### src/rtl/baud_tick_gen.sv
// Baud-rate enable generator: a prescaler makes os_tick every div_r+1 cycles and an
// OSR-deep phase counter makes bit_tick. Optional fractional divide: BAUD_TICK_GEN_FRAC_EN.
module baud_tick_gen #(
  parameter int CNT_W       = 27,
  parameter int DEFAULT_DIV = 249999,
  parameter int OSR         = 16
) (
  input  logic                    clk_in,
  input  logic                    rst_n,
  input  logic                    en,
  input  logic [CNT_W-1:0]        div,
  input  logic                    div_load,
  input  logic                    resync,
`ifdef BAUD_TICK_GEN_FRAC_EN
  input  logic [3:0]              div_frac,
`endif
  output logic                    os_tick,
  output logic                    bit_tick,
  output logic [$clog2(OSR)-1:0]  os_phase
);

  localparam int PH_W = $clog2(OSR);
  localparam logic [CNT_W-1:0] DEF_DIV = CNT_W'(DEFAULT_DIV);
  localparam logic [PH_W-1:0]  PH_LAST = PH_W'(OSR - 1);
  localparam logic [PH_W-1:0]  PH_MID  = PH_W'(OSR / 2);

  logic [CNT_W-1:0] div_r_q, div_r_d;
  logic [CNT_W-1:0] pcnt_q, pcnt_d;
  logic [PH_W-1:0]  os_cnt_q, os_cnt_d;
  logic             os_tick_q, os_tick_d;
  logic             bit_tick_q, bit_tick_d;
  logic             wrap;

`ifdef BAUD_TICK_GEN_FRAC_EN
  logic [3:0] frac_r_q, frac_r_d;
  logic [3:0] acc_q, acc_d;
  logic       stretch_q, stretch_d;
  logic [4:0] acc_sum;

  // A carry from the accumulator lengthens the following period by one cycle.
  assign acc_sum = {1'b0, acc_q} + {1'b0, frac_r_q};
  assign wrap    = ({1'b0, pcnt_q} >= ({1'b0, div_r_q} + {{CNT_W{1'b0}}, stretch_q}));
`else
  assign wrap    = (pcnt_q >= div_r_q);
`endif

  always_comb begin
    div_r_d    = div_r_q;
    pcnt_d     = pcnt_q;
    os_cnt_d   = os_cnt_q;
    os_tick_d  = 1'b0;
    bit_tick_d = 1'b0;
`ifdef BAUD_TICK_GEN_FRAC_EN
    frac_r_d   = frac_r_q;
    acc_d      = acc_q;
    stretch_d  = stretch_q;
`endif
    if (div_load || resync) begin
      // Load/resync restart the period and suppress any tick at this edge.
      pcnt_d = '0;
      if (div_load) begin
        div_r_d = div;
`ifdef BAUD_TICK_GEN_FRAC_EN
        frac_r_d = div_frac;
`endif
      end
      if (resync) begin
        os_cnt_d = PH_MID;
`ifdef BAUD_TICK_GEN_FRAC_EN
        acc_d     = 4'd0;
        stretch_d = 1'b0;
`endif
      end
    end else if (en) begin
      if (wrap) begin
        pcnt_d     = '0;
        os_tick_d  = 1'b1;
        bit_tick_d = (os_cnt_q == PH_LAST);
        os_cnt_d   = os_cnt_q + 1'b1;
`ifdef BAUD_TICK_GEN_FRAC_EN
        acc_d     = acc_sum[3:0];
        stretch_d = acc_sum[4];
`endif
      end else begin
        pcnt_d = pcnt_q + 1'b1;
      end
    end
  end

  always_ff @(posedge clk_in or negedge rst_n) begin
    if (!rst_n) begin
      div_r_q    <= DEF_DIV;
      pcnt_q     <= '0;
      os_cnt_q   <= '0;
      os_tick_q  <= 1'b0;
      bit_tick_q <= 1'b0;
`ifdef BAUD_TICK_GEN_FRAC_EN
      frac_r_q   <= 4'd0;
      acc_q      <= 4'd0;
      stretch_q  <= 1'b0;
`endif
    end else begin
      div_r_q    <= div_r_d;
      pcnt_q     <= pcnt_d;
      os_cnt_q   <= os_cnt_d;
      os_tick_q  <= os_tick_d;
      bit_tick_q <= bit_tick_d;
`ifdef BAUD_TICK_GEN_FRAC_EN
      frac_r_q   <= frac_r_d;
      acc_q      <= acc_d;
      stretch_q  <= stretch_d;
`endif
    end
  end

  assign os_tick  = os_tick_q;
  assign bit_tick = bit_tick_q;
  assign os_phase = os_cnt_q;

endmodule

### config.mk
export PLATFORM = sky130hd
export DESIGN_NAME = baud_tick_gen
export DESIGN_NICKNAME = d
export VERILOG_FILES = /design/src/rtl/baud_tick_gen.sv
export SDC_FILE = /design/constraint.sdc
export NUM_CORES = 1
export LEC_CHECK = 0
export ABC_AREA = 1
export CORE_UTILIZATION = 55
export DETAILED_ROUTE_END_ITERATION = 10
export PLACE_DENSITY = 0.82
export SLEW_MARGIN = 25
export SYNTH_ARGS = -nofsm -noshare
export SYNTH_HDL_FRONTEND = slang
export SYNTH_SLANG_ARGS = --single-unit
### constraint.sdc
create_clock -name clk_in -period 3.7 [get_ports clk_in]
set_input_delay 0.74 -clock clk_in [delete_from_list [all_inputs] [get_ports clk_in]]
set_output_delay 0.74 -clock clk_in [all_outputs]
set_load 0.03 [all_outputs]
==> run_results.csv <==
group,metric,value,unit
status,status,"finished with violations",
status,violations,"design-rule violations",
clock_tree,root_buffer,"clkbuf_8",
clock_tree,cts_tree,"done",
yosys,synthXorXnorAreaFrac,4.87,%
clock_tree,clk-insertion-delay-late,0.34,ns
routing,post-route-drc-count,3,
critical_path,r2r_start,"pcnt_q[10]",
timing,min_period,2.40,ns
place,io_buffer_count,37,
yosys,synth_compound_area_share,8.95,%
die,dieArea,7200,sq um
yosys,syn_area_per_cell,7.81,sq um
global_routing,grt-ovfl-total,0,
finish,postLayoutCellArea,4410,sq um
critical_path,r2r_cells,8,
critical_path,critPathKind,"register to register",
finish,nNetsFinal,586,
routing,first_pass_iters,8,
finish,seqCellArea,1510,sq um
clock_tree,cts_num_sinks,60,
power,powerDensity,336,nW/um^2
die,die_height,84.8,um
critical_path,ff2ff_setup_slack,1.30,ns
critical_path,timing.rr.end,"pcnt_q[22]",
critical_path,critPathCaptureType,"register",
run,cap_violations,0,
yosys,ys_warn_count,0,
clock_tree,cts_buffers,9,
critical_path,critPathCapture,"pcnt_q[22]",
critical_path,crit_top_cell,"nand2_1",
global_routing,grt_pass1_vias,3122,
routing,avgRoutedWirePerCell,13.6,um
finish,final_common_cell,"nand2_1",
timing,tightestPinTransition,0.646,ns
yosys,muxShareOfSynthArea,0.298,%
finish,multi_input_area,1960,sq um
timing,tns,0,ns
finish,syn_to_final_growth,16.8,%
place,gp_congestion,0.948,
clock_tree,htree_num_levels,3,
die,rows,29,
die,initial_utilization,58.1,%
place,placed_area,4200,sq um
timing,max_freq,416,MHz
timing,setup_violations,0,
critical_path,path_cells,"ha_1 -> nand2_1 -> inv_1 -> a21oi_1 -> nand3_1 -> nand2_1 -> nand4_2 -> o21ai_1",
die,core,6490,sq um
timing,hold_viol,0,
timing,slew_viol_final,0,
finish,drive_above_1_share,11.5,%
die,die_width,84.8,um
yosys,syn_area,3770,sq um
clock_tree,cts.reportedPaths.clkPinSlew,0.06,ns
finish,fin_util,67.9,%
global_routing,grt_pass1_wl,14200,um
power,power,1480,uW
critical_path,crit_fanout,22,
yosys,yosys.area_share.simple,28.2,%
power,ir_worst_vdd,186,uV
yosys,postSynthCellCount,483,
yosys,synth_top_family_by_area,"simple AND/OR/NAND/NOR gates",
timing,clock_skew,0.00828,ns
worst_hold_path,hold_class,"input pin to async pin",
routing,ant_nets,0,
finish,antenna_cells,0,
global_routing,grt_usage,25.3,%
critical_path,critPathLaunch,"pcnt_q[10]",
critical_path,arrival,2.65,ns
clock_tree,cts_buffer_depth,2,
die,io_pins,38,
yosys,synthAdderAreaFrac,9.62,%
routing,drtIter0Drc,156,
routing,num_vias,3171,
critical_path,slowest_delay,0.54,ns
clock_tree,post_cts_resized,0,
clock_tree,post_cts_buffers,0,
routing,totalWireLength,8210,um
critical_path,start_kind,"register",
timing,rsz0062_at_grt,"no",
finish,mostFrequentLayoutCells,"nand2_1 (142), inv_1 (61), dfrtp_1 (50)",
yosys,seq_area_frac_synth,40.1,%
power,p_leak,0.00206,uW
routing,viasPerCell,5.23,
timing,max_slew_margin,56.9,%
global_routing,antenna_found_initial,0,
timing,finalCritPeriodShare,64.9,%
critical_path,cp_data_required_time,3.95,ns
critical_path,slowest_stage,"nand4_2",
place,dpl.hpwl,6300,um
global_routing,grt_max_degree,55,
yosys,synth-seq-cells,60,
clock_tree,postCtsHoldBufs,0,
yosys,synth_nets,544,
finish,nFillCells,510,
yosys,synth_cell_type_count,36,
cell type report:
type	count	area share [%]
Clock buffer	13	3.38
Clock inverter	2	0.795
Inverter	65	5.53
Multi-Input combinational cell	348	44.5
Sequential cell	60	34.3
Tap cell	77	2.19
Timing Repair Buffer	41	9.31
how the worst min path moves through the flow:
stage / from / endpoint / cells past startpoint
finish: rst_n / pcnt_q[8] / 1
global route: rst_n / os_phase[1] / 1
CTS: div_r_q[17] / div_r_q[17] / 2
detailed placement: div_r_q[16] / div_r_q[16] / 2
global placement: div_r_q[16] / div_r_q[16] / 2
floorplan: rst_n / bit_tick / 0
worst max-delay path: cells and delay by family (launching register included):
family | cells | cell delay [ns]
AND/OR/NAND/NOR | 4 | 0.92
adder cells (fa/ha/maj) | 1 | 0.33
buffers and inverters | 1 | 0.06
AO/OA/AOI/OAI | 2 | 0.54
flip-flops | 1 | 0.46
routing by layer:
layer  GRT usage (%)  vias up  part of all wire [%]
li1                -     1620                     -
met1            33.9     1457                    47
met2            40.9       80                    46
met3            3.89       14                   5.0
met4            11.4        0                   2.2
met5               0        -                     0
synthesized netlist by cell type (all sizes together):
cell type	number	area, sq um
nand2	147	569
inv	65	244
dfrtp	50	1250
o21ai	48	251
nor2	46	218
ha	29	363
nand3	18	100
xor2	14	123
nor3	11	81.3
a21oi	10	53.8
dfstp	10	263
xnor2	7	61.3
nand4	6	43.8
buf	5	36.3
clkbuf	5	18.8
nand3b	4	33.8
o22ai	4	25.0
nor4	2	18.8
a21o	1	7.51
mux2	1	11.3
per-stage QoR:
step,std cells,hold slack [ns],setup slack (ns)
after floorplan,483,0.444,1.95
after detailed placement,590,0.492,1.06
after global placement,590,0.484,1.21
after CTS,605,0.507,1.28
after global routing,606,0.380,1.06
final,606,0.351,1.30
power by group:
group / internal (uW) / total (uW) / switching [uW]
Sequential: 698 / 714 / 16.2
Clock: 325 / 570 / 244
Combinational: 79.9 / 196 / 116
state kept, by name (all words and copies together), names as in the netlist:
| name | count |
|---|---|
| pcnt_q | 27 |
| os_tick | 1 |
| os_phase | 4 |
| bit_tick | 1 |
| div_r_q | 27 |
logic make-up (layout without fill, tap and decap cells):
logic type	Yosys count	count (layout)
xor gates and xnor gates	21	21
DFF	60	60
muxes	1	1
buffers and inverters	75	121
and+or+nand+nor	234	234
adders and majority gates	29	29
AOI/OAI and AO/OA	63	63
Power figures use the tool's default switching activity.
